--- src/rtl/fp_align_shifter.sv ---
// fp_align_shifter: two-stage FP addend alignment (compare/swap, then right-shift with GRS)
// Ports: clk/rst (sync, active-high); in_valid/in_ready + exp_a/exp_b/man_a/man_b operand pair;
//        out_valid/out_ready + exp_out, man_big, man_small, grs {G,R,S}, swapped (B had larger exp).
// Config: define FP_ALIGN_STICKY_EN to compute guard/round/sticky; otherwise grs is 000 and
//         shifted-out bits are simply truncated.
module fp_align_shifter (
    input  logic        clk,
    input  logic        rst,
    input  logic        in_valid,
    output logic        in_ready,
    input  logic [7:0]  exp_a,
    input  logic [7:0]  exp_b,
    input  logic [23:0] man_a,
    input  logic [23:0] man_b,
    output logic        out_valid,
    input  logic        out_ready,
    output logic [7:0]  exp_out,
    output logic [23:0] man_big,
    output logic [23:0] man_small,
    output logic [2:0]  grs,
    output logic        swapped
);
    logic        s1_valid;
    logic        s1_swapped;
    logic [7:0]  s1_exp;
    logic [23:0] s1_big;
    logic [23:0] s1_small;
    logic [4:0]  s1_amt;
    logic        adv1;
    logic        adv2;
    logic        b_gt;
    logic [7:0]  diff;
    logic [4:0]  amt;
    logic [23:0] small_sh;

    assign adv2     = !out_valid || out_ready;
    assign adv1     = !s1_valid || adv2;
    assign in_ready = adv1;

    // Shift distance saturates at 27: beyond that every bit of {small,GRS} is gone.
    always_comb begin
        b_gt = exp_b > exp_a;
        diff = b_gt ? exp_b - exp_a : exp_a - exp_b;
        amt  = diff > 8'd27 ? 5'd27 : diff[4:0];
    end

`ifdef FP_ALIGN_STICKY_EN
    logic [26:0] ext;
    logic [26:0] lost_mask;
    logic [2:0]  grs_nxt;

    // lost_mask covers the amt low bits of {small,000} that fall off the bottom.
    always_comb begin
        ext       = {s1_small, 3'b000} >> s1_amt;
        lost_mask = 27'((28'd1 << s1_amt) - 28'd1);
        small_sh  = ext[26:3];
        grs_nxt   = {ext[2], ext[1], ext[0] | (|({s1_small, 3'b000} & lost_mask))};
    end

    always_ff @(posedge clk) begin
        if (rst)
            grs <= 3'b000;
        else if (adv2 && s1_valid)
            grs <= grs_nxt;
    end
`else
    always_comb small_sh = s1_small >> s1_amt;

    assign grs = 3'b000;
`endif

    always_ff @(posedge clk) begin
        if (rst) begin
            s1_valid  <= 1'b0;
            out_valid <= 1'b0;
            exp_out   <= 8'd0;
            man_big   <= 24'd0;
            man_small <= 24'd0;
            swapped   <= 1'b0;
        end else begin
            if (adv1) begin
                s1_valid <= in_valid;
                if (in_valid) begin
                    s1_swapped <= b_gt;
                    s1_exp     <= b_gt ? exp_b : exp_a;
                    s1_big     <= b_gt ? man_b : man_a;
                    s1_small   <= b_gt ? man_a : man_b;
                    s1_amt     <= amt;
                end
            end
            if (adv2) begin
                out_valid <= s1_valid;
                if (s1_valid) begin
                    exp_out   <= s1_exp;
                    man_big   <= s1_big;
                    man_small <= small_sh;
                    swapped   <= s1_swapped;
                end
            end
        end
    end
endmodule

--- config.mk ---
export PLATFORM = sky130hd
export DESIGN_NAME = fp_align_shifter
export DESIGN_NICKNAME = d
export VERILOG_FILES = /design/src/rtl/fp_align_shifter.sv
export SDC_FILE = /design/constraint.sdc
export NUM_CORES = 1
export LEC_CHECK = 0
export BUFFER_PORTS_ARGS = -buffer_cell sky130_fd_sc_hd__buf_2
export CELL_PAD_IN_SITES_DETAIL_PLACEMENT = 2
export CELL_PAD_IN_SITES_GLOBAL_PLACEMENT = 2
export CORE_ASPECT_RATIO = 0.6
export CORE_MARGIN = 2
export CORE_UTILIZATION = 38
export CTS_CLUSTER_DIAMETER = 50
export DETAILED_ROUTE_END_ITERATION = 16
export PLACE_DENSITY = 0.84
export RECOVER_POWER = 50
export SETUP_SLACK_MARGIN = 0.5
export SYNTH_ARGS = -nofsm -noshare
export SYNTH_HDL_FRONTEND = slang
export SYNTH_SLANG_ARGS = --single-unit
--- constraint.sdc ---
create_clock -name clk -period 4.6 [get_ports clk]
set_clock_uncertainty 0.05 [all_clocks]
set_input_delay 0 -clock clk [delete_from_list [all_inputs] [get_ports clk]]
set_output_delay 0 -clock clk [all_outputs]
set_load 0.01 [all_outputs]
==> results by group <==
Status
  – Outcome: finished, violations left
  – Failing checks: max-capacitance violations, max-slew violations

Clock network
  – CTS sink cnt: 121
  – Num CTS Buffers: 17
  – CTS resizes: 0
  – # Post-CTS Setup Buffers: 0
  – Clock Latency Late Sink: 0.44 ns
  – Hold-fix buffers, CTS: 87
  – CTS tree: yes
  – Root Buffer Master: clkbuf_16
  – Reg clk slew, reported paths: 0.06 ns
  – H-tree lvl count: 4
  – Bufs on Longest Clock Path: 2

Setup path
  – Crit path buffers/inverters: 8
  – CP Class: in -> reg
  – Critical Path Source Type: input pin
  – Crit end category: flop
  – R2R Path Start: out_valid
  – Slowest stage cell, crit path: dlygate4sd3_1
  – Crit-path cells: dlygate4sd3_1 -> buf_2 -> inv_1 -> ha_1 -> inv_1 -> fa_1 -> nand3_1 -> a21oi_1 -> o21ai_4 -> buf_4 -> inv_2 -> buf_4 -> mux2_2 -> dlygate4sd3_1
  – CP delay by family, top: buffers and inverters
  – Worst-path fanout max: 32
  – Worst Path Arrival: 4.01 ns
  – Critical path origin: exp_b[0]
  – CP required: 4.72 ns
  – CP max stage delay: 0.58 ns

Global route
  – First-pass GRT wire length: 43.1 mm
  – Vias in the first global route: 6604
  – Grt ovf: 0
  – Largest net degree at the start of global routing: 60
  – Gr usage total: 0.331
  – Antenna violations before repair: 1

STA
  – Final setup vio count: 0
  – Max Fclk: 257 MHz
  – Setup TNS: 0 ns
  – Setup WS post-layout: 0.708 ns
  – Slew HR: -0.479
  – Worst Tran Pin Value: 2.21 ns
  – RSZ-0062 raised after global routing: no
  – Final hold violations: 0
  – Fin. max-slew vios: 115
  – Tcrit/Tclk final: 0.846
  – Tmin final: 3.89 ns
  – WHS: 0.0466 ns

Routing
  – Final WL: 28.7 mm
  – DR vias: 5995
  – Drt drc: 0
  – DR vias/cell: 5.81
  – Detailed Routing Iterations Pass 1: 5
  – Antenna-violating nets left: 0
  – Routed WL per cell: 27.8 µm
  – Initial drt markers: 490

Synthesis
  – Post-synth ARST share: 0
  – Predominant post-synthesis flop cell: edfxtp_1
  – Cell Area, Synth: 0.00639 mm²
  – Post-synth EDFFs: 62
  – Ys Warns: 0
  – Seq/Total Area, Yosys: 0.476
  – Syn Area/Cell: 10.7 µm²
  – Synth unique cells: 57
  – Synth Instances: 595
  – Yosys reg bits: 121

Power and ir drop
  – Worst vdd ir: 0.247 mV
  – Int Power: 2.25 mW
  – Pwr Density: 386 mW/mm²
  – Switching Share: 0.314
  – Sequential power share: 0.387
  – Comb pwr share: 0.202
  – Clk network pwr share: 0.412
  – Lkg Pwr: 3.27 nW
  – Sw power: 1.03 mW

Placement
  – Half-perimeter wire length after placement: 15.7 mm
  – Post-Place Cells: 911
  – Input/output buffers: 126
  – RD Place Congestion: 0.880
  – Pre-CTS WS: 1.55 ns

Floorplanning
  – Initial Util: 0.391
  – Core ar.: 0.0164 mm²
  – Io pins: 130
  – Die area: 0.0179 mm²
  – # rows: 36
  – Die width: 171 µm
  – Die H: 104 µm

Layout
  – Most frequent cells in the layout: 87 x nand2_1, 87 x dlygate4sd3_1, 67 x buf_2, 62 x edfxtp_1, 60 x clkbuf_1
  – Fill count: 1630
  – Share of layout cells above drive strength 1: 0.232
  – Nets: 874
  – Finished Layout Cells: 1031
  – Area delta synth->final: 33.3%
  – Footprint of the multi-input gates: 0.00307 mm²
  – FF+latch area: 0.00304 mm²

Hold path
  – Hold Startpoint: exp_a[4]
  – Hold WC Path Type: in -> reg

Job
  – Max-Cap Viols: 3
[routing by layer]
metal | vias up | track usage | wire [µm]
li1 | 2567 | - | -
met1 | 3018 | 0.409 | 12000
met2 | 311 | 0.545 | 13700
met3 | 99 | 0.0738 | 1740
met4 | 0 | 0.160 | 1350
met5 | - | 0 | 0
[worst reg2reg max path, stage by stage, from the launching register on]
cell      delay [ns]
dfxtp_1         0.31
nor2b_1         0.18
nand2_1         0.11
and3b_1         1.19
clkbuf_1        1.52
[sequential cells by signal (all words and copies together) (netlist names)]
| signal | flops |
|---|---|
| out_valid | 1 |
| s1_small | 24 |
| s1_amt | 5 |
| exp_out | 8 |
| s1_big | 24 |
| man_small | 24 |
| s1_valid | 1 |
| man_big | 24 |
| s1_exp | 8 |
| swapped | 1 |
| s1_swapped | 1 |
[synth_stat cells, types with 6 or more instances]
cell | count | share of area
inv_1 | 20 | 0.012
nand3_1 | 8 | 0.0063
buf_2 | 13 | 0.010
a22oi_1 | 15 | 0.018
mux2i_1 | 17 | 0.027
ha_1 | 15 | 0.029
a21oi_1 | 49 | 0.038
edfxtp_1 | 62 | 0.29
dfxtp_1 | 59 | 0.18
mux4_2 | 22 | 0.077
nor2b_1 | 6 | 0.0059
nor2_1 | 33 | 0.019
o22ai_1 | 6 | 0.0059
mux2_2 | 53 | 0.093
clkbuf_1 | 27 | 0.016
nor4_1 | 6 | 0.0059
a211oi_1 | 11 | 0.013
nand2_1 | 87 | 0.051
o21ai_0 | 19 | 0.015
[cell families after synthesis]
group	after synthesis	synth area share
simple gates	167	0.117
compound gates	123	0.120
flops	121	0.476
mux	92	0.197
buf+inv	68	0.0460
fa+ha+maj	17	0.0356
xor+xnor	6	0.00822
other cells	1	0.000587
[worst paths after layout]
| check | depth (start not counted) | slack [ns] | to |
|---|---|---|---|
| max reg2reg | 4 | 0.79 | s1_big[6] |
| min | 3 | 0.05 | s1_exp[4] |
| max | 14 | 0.71 | s1_small[5] |
| min reg2reg | 2 | 0.41 | exp_out[5] |
[power groups by stage]
stage	Sequential [mW]	Combinational, mW	Clock, mW
final	1.27	0.663	1.35
after global routing	1.27	0.698	1.41
after CTS	1.26	0.621	1.34
after detailed placement	1.28	0.531	0
after global placement	1.27	0.495	0
after floorplan	1.27	0.348	0
[area by class of cell]
class / count / share of cell area
multi-input combinational: 408 / 0.361
sequential: 121 / 0.357
timing repair buffer: 219 / 0.172
clock buffer: 17 / 0.0499
tap: 228 / 0.0335
clock inverter: 15 / 0.0163
inverter: 22 / 0.00969
antenna: 1 / 0.000294
[through the flow]
step | util | power [mW] | cell area (µm²)
2_1_floorplan | - | 1.61 | 6400
3_3_place_gp | 0.438 | 1.77 | 7170
3_5_place_dp | 0.438 | 1.81 | 7170
4_1_cts | 0.526 | 3.23 | 8600
5_1_grt | 0.521 | 3.38 | 8520
6_report | 0.521 | 3.29 | 8520
Note: power is estimated with default switching activity, not from simulation.
